`src/rtl/neo_spike_detector.sv`:
```
// neo_spike_detector: adaptive-threshold spike detector reading one frame of NEO values from the result memory
// Optional feature macro: NEO_THR_OVERRIDE_EN (adds thr_ext_sel/thr_ext for an external threshold)
// Ports:
//   Clk, reset        clock (rising edge), asynchronous active-low reset
//   start             begins a frame, sampled only in IDLE
//   raddr / rdata     result-memory read port, rdata combinational from raddr
//   busy / done       busy outside IDLE, done pulses one cycle at end of frame
//   thr               registered threshold of the current or last frame
//   spike_valid/ready event stream handshake
//   spike_addr/amp    event payload (sample index, NEO value)
//   spike_count       events emitted in the current or last frame
//   thr_ext_sel/thr_ext (NEO_THR_OVERRIDE_EN only) external threshold select and value
module neo_spike_detector #(
  parameter int N = 16,
  parameter int M = 16,
  parameter int K = 4,
  parameter int REFRAC = 2
) (
  input  logic                   Clk,
  input  logic                   reset,
`ifdef NEO_THR_OVERRIDE_EN
  input  logic                   thr_ext_sel,
  input  logic signed [N+8:0]    thr_ext,
`endif
  input  logic                   start,
  output logic [$clog2(M):0]     raddr,
  input  logic signed [N-1:0]    rdata,
  output logic                   busy,
  output logic                   done,
  output logic signed [N+8:0]    thr,
  output logic                   spike_valid,
  input  logic                   spike_ready,
  output logic [$clog2(M):0]     spike_addr,
  output logic signed [N-1:0]    spike_amp,
  output logic [$clog2(M):0]     spike_count
);
  localparam int LM = $clog2(M);
  localparam int AW = LM + 1;
  localparam int SW = N + LM;
  localparam int TW = N + 9;
  localparam int RW = $clog2(REFRAC + 2);
  localparam logic [2:0] IDLE = 3'd0, ACCUM = 3'd1, THRESH = 3'd2, SCAN = 3'd3, DONE = 3'd4;
  logic [2:0] state;
  logic signed [SW-1:0] sum;
  logic signed [SW-1:0] mean_full;
  logic signed [TW-1:0] thr_adapt;
  logic signed [TW-1:0] thr_new;
  logic [RW-1:0] refrac;
  logic stall;
  logic hit;
  logic last;
  assign busy = state != IDLE;
  assign last = raddr == AW'(M - 1);
  assign mean_full = sum >>> LM;
  // mean of M N-bit samples fits N bits, so K*mean fits N+9 bits
  assign thr_adapt = (mean_full > 0) ? TW'(K) * TW'(mean_full) : '0;
  assign stall = spike_valid && !spike_ready;
  assign hit = state == SCAN && !stall && rdata > thr && refrac == '0;
`ifdef NEO_THR_OVERRIDE_EN
  logic ext_mode;
  assign thr_new = ext_mode ? thr_ext : thr_adapt;
  always_ff @(posedge Clk or negedge reset)
    if (!reset) ext_mode <= 1'b0;
    else if (state == IDLE && start) ext_mode <= thr_ext_sel;
`else
  assign thr_new = thr_adapt;
`endif
  always_ff @(posedge Clk or negedge reset) begin
    if (!reset) begin
      state       <= IDLE;
      sum         <= '0;
      refrac      <= '0;
      raddr       <= '0;
      done        <= 1'b0;
      thr         <= '0;
      spike_valid <= 1'b0;
      spike_addr  <= '0;
      spike_amp   <= '0;
      spike_count <= '0;
    end else begin
      done <= 1'b0;
      if (spike_valid && spike_ready) spike_valid <= 1'b0;
      // a hit in the acceptance cycle reloads the payload and keeps the stream full
      if (hit) begin
        spike_valid <= 1'b1;
        spike_addr  <= raddr;
        spike_amp   <= rdata;
        spike_count <= spike_count + 1'b1;
      end
      case (state)
        IDLE: begin
          raddr <= '0;
          if (start) begin
            sum         <= '0;
            refrac      <= '0;
            spike_count <= '0;
`ifdef NEO_THR_OVERRIDE_EN
            state <= thr_ext_sel ? THRESH : ACCUM;
`else
            state <= ACCUM;
`endif
          end
        end
        ACCUM: begin
          sum   <= sum + SW'(rdata);
          raddr <= raddr + 1'b1;
          if (last) state <= THRESH;
        end
        THRESH: begin
          thr   <= thr_new;
          raddr <= '0;
          state <= SCAN;
        end
        SCAN: begin
          if (!stall) begin
            raddr  <= raddr + 1'b1;
            refrac <= hit ? RW'(REFRAC) : (refrac != '0 ? refrac - 1'b1 : refrac);
            if (last) state <= DONE;
          end
        end
        DONE: begin
          if (!spike_valid) begin
            done  <= 1'b1;
            raddr <= '0;
            state <= IDLE;
          end
        end
        default: state <= IDLE;
      endcase
    end
  end
endmodule

```
`config.mk`:
```
export PLATFORM = sky130hd
export DESIGN_NAME = neo_spike_detector
export DESIGN_NICKNAME = d
export VERILOG_FILES = /design/src/rtl/neo_spike_detector.sv
export SDC_FILE = /design/constraint.sdc
export NUM_CORES = 1
export LEC_CHECK = 0
export CAP_MARGIN = 0
export CORE_MARGIN = 2
export CORE_UTILIZATION = 53
export DETAILED_ROUTE_END_ITERATION = 6
export PLACE_DENSITY = 0.8
export SETUP_SLACK_MARGIN = 0.2
export SLEW_MARGIN = 25
export SYNTH_ARGS = -nofsm -noshare
export SYNTH_HDL_FRONTEND = slang
export SYNTH_SLANG_ARGS = --single-unit
```
`constraint.sdc`:
```
create_clock -name Clk -period 3.46 [get_ports Clk]
set_input_delay 0.346 -clock Clk [delete_from_list [all_inputs] [get_ports Clk]]
set_output_delay 0.346 -clock Clk [all_outputs]
set_load 0.005 [all_outputs]
```
# After elaboration in Yosys (flattened, before gate mapping)
# Index checks and enable logic that the tools add are counted.
[classes]
addsub = 4
n_lt_le_gt_ge = 2
n_eq_ne = 11
n_mux = 24
reduce_logical = 20
[ops]
columns = ["op", "count"]
rows = [
  ["$pmux W20 S2", 1],
  ["$gt A16 B25 Y1", 1],
  ["$mux W25", 1],
  ["$mux W5", 5],
  ["$add A20 B16 Y20", 1],
  ["$mux W20", 1],
  ["$pmux W5 S4", 1],
  ["$gt A16 B1 Y1 const B", 1],
  ["$mux W3", 5],
  ["$pmux W3 S5", 1],
  ["$add A5 B1 Y5 const B", 2],
  ["$ne A2 B2 Y1 const B", 5],
  ["$mux W2", 4],
  ["$reduce_bool A2 Y1", 4],
  ["$eq A3 B2 Y1 const B", 2],
  ["$eq A5 B4 Y1 const B", 1],
  ["$logic_and A1 B1 Y1", 5],
  ["$reduce_and A5 Y1", 1],
  ["$mux W1", 4],
  ["$pmux W2 S2", 1],
  ["$reduce_and A4 Y1", 1],
  ["$reduce_bool A4 Y1", 1],
  ["$eq A3 B1 Y1 const B", 1],
  ["$eq A3 B3 Y1 const B", 1],
  ["other kinds (9)", 10],
]
[word_totals]
register_bits = 83

# Depth between registers and ports, before layout
[logic_depth]
depth_word = 9
depth_mapped = 11
ltp_nobuf = 10

# Worst setup path after synthesis
# OpenSTA, ideal clock, no wires.
[synth_timing]
path_kind = "register -> register"
startpoint = "register sum[0]"
endpoint = "register sum[18]"
setup_ps = 130
arrival_ps = 2320
required_time_ps = 3330
setup_slack_ps = 1010
path_stages_with_launch = 11
n_path_buf = 0
synth_period_minus_slack_ps = 2450
cell_sequence = "dfrtp_1 > ha_1 > fa_1 > a21o_1 > a21oi_1 > o21ai_0 > a211oi_2 > o211ai_1 > a31oi_1 > xor2_1 > o21ai_1"
[synth_between]
elab_chain_len = 2
[synth_rtl]
columns = ["item", "line", "rtl"]
rows = [
  ["start, declared", "44", "logic signed [SW-1:0] sum;"],
  ["start signal, assigned", "105", "sum <= sum + SW'(rdata);"],
  ["$add A20 B16 Y20", "105", ""],
  ["$pmux W20 S2", "90", "case (state)"],
]
# Every way passes these cells.
# A chain may end at the register's enable or synchronous reset.

# Worst setup path after layout
[layout_timing]
startpoint = "input rdata[0]"
endpoint = "register sum[16]"
[layout_between]
elab_chain_len = 2
[layout_rtl]
columns = ["item", "line", "rtl"]
rows = [
  ["start, declared", "27", "input logic signed [N-1:0] rdata,"],
  ["$add A20 B16 Y20", "105", ""],
  ["$pmux W20 S2", "90", ""],
]
# Every way passes these cells.

==> metrics.log <==
INFO  metric outcome = completed
INFO  metric clock_insertion_delay_worst_skew = roughly 350 ps
INFO  metric routed_wirelength = between 10 and 15 mm
INFO  metric critPathLaunch = rdata[0]
INFO  metric final_period_minus_worst_setup_slack = approximately 2800 ps
INFO  metric first_global_vias = between 3000 and 4000
INFO  metric n_fill_cell = between 600 and 700
INFO  metric initial_antenna_violation_count = 0
INFO  metric fin_crit_sh = 0.815
INFO  metric yosys.area.top_type = sky130_fd_sc_hd__dfrtp_1
INFO  metric wire_length_of_the_first_global_routing_pass = 17.4 mm
INFO  metric numCtsBuffers = 9
INFO  metric synth-seq-area-share = 0.421
INFO  metric area_delta_synth_final = 24.5%
INFO  metric tritoncts = done
INFO  metric power.share.clock = 0.159
INFO  metric first_iter_violations = about 130
INFO  metric reg2reg_to = sum[16]
INFO  metric fmax = ~350 MHz
INFO  metric worst_ep_arrival_time = roughly 3000 ps
INFO  metric post_synth_num_cell_types = 54
INFO  metric pwr-share-seq = 0.330
INFO  metric worstRegToRegCells = 10
INFO  metric initial_utilization = 0.541
INFO  metric postSynth.topFlopCell = sky130_fd_sc_hd__dfrtp_1
INFO  metric worst-slew-pin-transition = 891 ps
INFO  metric die_y = 95.1 um
INFO  metric fp.coreArea = 0.00813 mm2
INFO  metric global_route.peak_usage_layer = met2
INFO  metric buffer_ports.inserted = 76
INFO  metric power.combinational.fraction = 0.511
INFO  metric setup_slack_of_the_most_critical_reg_to_reg_path = roughly 700 ps
INFO  metric synth_top_cells_by_area = sky130_fd_sc_hd__dfrtp_1, sky130_fd_sc_hd__ha_1, sky130_fd_sc_hd__mux2_2
INFO  metric max-vdd-ir-drop = approximately 0.39 mV
INFO  metric power_density = about 870 mW/mm2
INFO  metric met1_usage = 0.330
INFO  metric crit_path_max_fanout = 5
INFO  metric post_cts.resized_instances = 0
INFO  metric syn-instance-count = about 450
INFO  metric synth_largest_type_area_fraction = 0.421
INFO  metric clockBufferDepth = 2
INFO  metric finClkSkew = around 9 ps
INFO  metric max_slew_margin = 0.405
INFO  metric drcViolationCount = 0
INFO  metric cts_setup_buffers = 0
INFO  metric power.switching = between 1.5 and 2 mW
INFO  metric globalRouteMet3Util = 0.0506
INFO  metric cts-hold-fix-buffers = 0
INFO  metric overall_die_area = 0.00904 mm2
INFO  metric total_of_flip_flops_plus_latches_after_synthesis = between 70 and 80
INFO  metric clock_slew_at_the_register_clock_pins_of_the_worst_setup_and_hold_paths = 80 ps
INFO  metric rsz0062_at_grt = no
INFO  metric postRouteAntennaNets = 0
INFO  metric cap_violations = 0
INFO  metric cts_root_buf = sky130_fd_sc_hd__clkbuf_8
INFO  metric postSynth.asyncResetShare = 1.00
INFO  metric grt_max_degree = 36
INFO  metric timing.rr.start = sum[0]
INFO  metric overflow = 0
INFO  metric yosys_warnings = 0
INFO  metric timing.final.hold_violations = 0
INFO  metric post_drt_via_cell_ratio = a little under 6
INFO  metric floorplan.rows = 33
INFO  metric p_leak = between 2 and 2.5 nW
INFO  metric use_met2 = 0.414
INFO  metric p_int = 2.90 mW
INFO  metric count_of_flip_flops_with_a_built_in_enable_after_synthesis = 0
INFO  metric most_common_cell_in_the_netlist = sky130_fd_sc_hd__dfrtp_1
INFO  metric yosys-top-cells-count = sky130_fd_sc_hd__dfrtp_1, sky130_fd_sc_hd__o21ai_0, sky130_fd_sc_hd__ha_1, sky130_fd_sc_hd__nand2_1, sky130_fd_sc_hd__inv_1
INFO  metric place.gp.congestion = between 0.8 and 0.9
INFO  metric final.setup.tns = 0 ps
INFO  metric required_time_worst_endpoint = 3650 ps
INFO  metric worstSetupStartpointType = input port
INFO  metric finalSetupViolCount = 0
INFO  metric cts.sinks = 74
INFO  metric worst_hold_path_type = input port to asynchronous set/reset pin
INFO  metric timing_max_transition_violations_final = 0
INFO  metric detailedPlacementHpwl = between 7 and 8 mm
INFO  metric num-nets-final = between 500 and 600
INFO  metric syn_avg_cell_area = approximately 9.8 um2
INFO  metric routedWlPerCell = between 15 and 20 um
INFO  metric drive_above_1_share = 0.109
INFO  metric globalRouteTotalUtil = 0.252
INFO  metric swShare = 0.393
INFO  metric cts_htree_levels = 3
INFO  metric setup.worst_path.end_class = flop
INFO  metric synthesis.area = 0.00440 mm2
INFO  metric diodes = 0
INFO  metric vias = 3650
INFO  metric die_width = approximately 95 um
INFO  metric firstDrtPassIters = 4
INFO  metric critical_path_class = input port to flop
INFO  metric num_io_pins = between 70 and 80
INFO  metric hold_ws = 14.6 ps
[final cells by class]
class | count | area [um2] | area share
inverter | 28 | 105 | 0.0192
timing repair buffer | 82 | 833 | 0.152
sequential | 74 | 1850 | 0.338
clock buffer | 9 | 124 | 0.0226
clock inverter | 7 | 101 | 0.0185
multi-input combinational | 325 | 2330 | 0.425
tap | 105 | 131 | 0.0240
[cells by family after synthesis]
logic type | after synthesis | share of synthesized area
buffers and inverters | 49 | 0.0504
xor gates and xnor gates | 16 | 0.0319
and+or+nand+nor | 123 | 0.141
muxes | 24 | 0.0603
other | 1 | 0.000853
AOI/OAI and AO/OA | 120 | 0.179
adders and majority gates | 40 | 0.116
DFF | 74 | 0.421
[state kept, by name, summed over array words and instances, names as in the netlist]
name and flops:
spike_count 5, sum 20, done 1, state 3
spike_amp 16, thr 16, spike_valid 1, refrac 2
raddr 5, spike_addr 5
[layer usage]
| layer | share of wire | wire [um] | vias to the layer above |
|---|---|---|---|
| li1 | - | - | 1742 |
| met1 | 0.44 | 4720 | 1800 |
| met2 | 0.50 | 5300 | 91 |
| met3 | 0.044 | 468 | 17 |
| met4 | 0.017 | 184 | 0 |
| met5 | 0 | 0 | - |
[layout by cell type, fill, tap and decap left out, types with 12 or more instances in the layout]
cell type / count
sky130_fd_sc_hd__clkdlybuf4s50_1: 75
sky130_fd_sc_hd__dfrtp_1: 74
sky130_fd_sc_hd__o21ai_0: 41
sky130_fd_sc_hd__ha_1: 39
sky130_fd_sc_hd__nand2_1: 38
sky130_fd_sc_hd__inv_1: 27
sky130_fd_sc_hd__a21oi_1: 24
sky130_fd_sc_hd__nor2_1: 20
sky130_fd_sc_hd__mux2_2: 20
sky130_fd_sc_hd__nand3_1: 15
sky130_fd_sc_hd__a22o_1: 12
[power by group through the flow]
| stage | logic [mW] | registers, mW | clock network, mW |
|---|---|---|---|
| global placement | 2.33 | 1.57 | 0 |
| finish | 2.44 | 1.58 | 0.759 |
| CTS | 2.45 | 1.57 | 0.772 |
| detailed placement | 2.43 | 1.59 | 0 |
| global route | 2.71 | 1.63 | 0.813 |
| floorplan | 1.60 | 1.51 | 0 |
[how the worst max path moves through the flow]
stage	endpoint	slack (ps)
global placement	sum[18]	330
detailed placement	sum[18]	310
global route	sum[16]	310
finish	sum[16]	640
floorplan	sum[18]	1010
CTS	sum[16]	640
[worst max-delay path, stage by stage]
cell and delay [ps]:
sky130_fd_sc_hd__clkdlybuf4s50_1 440, sky130_fd_sc_hd__ha_1 250, sky130_fd_sc_hd__fa_1 410, sky130_fd_sc_hd__a21o_1 170, sky130_fd_sc_hd__a21oi_1 250, sky130_fd_sc_hd__o21ai_0 150, sky130_fd_sc_hd__a211oi_2 370, sky130_fd_sc_hd__o211ai_1 150
sky130_fd_sc_hd__a21oi_1 210, sky130_fd_sc_hd__xor2_1 170, sky130_fd_sc_hd__o21ai_0 90
[metrics by stage]
stage	setup WS, ps	area [um2]	std cells	util	total power [mW]
finish	641	5470	630	0.673	4.78
global route	309	5470	630	0.673	5.15
CTS	641	5470	630	0.673	4.79
detailed placement	314	5250	614	0.645	4.01
global placement	333	5220	613	0.642	3.90
floorplan	1010	4400	448	-	3.11
Power figures use the tool's default switching activity.
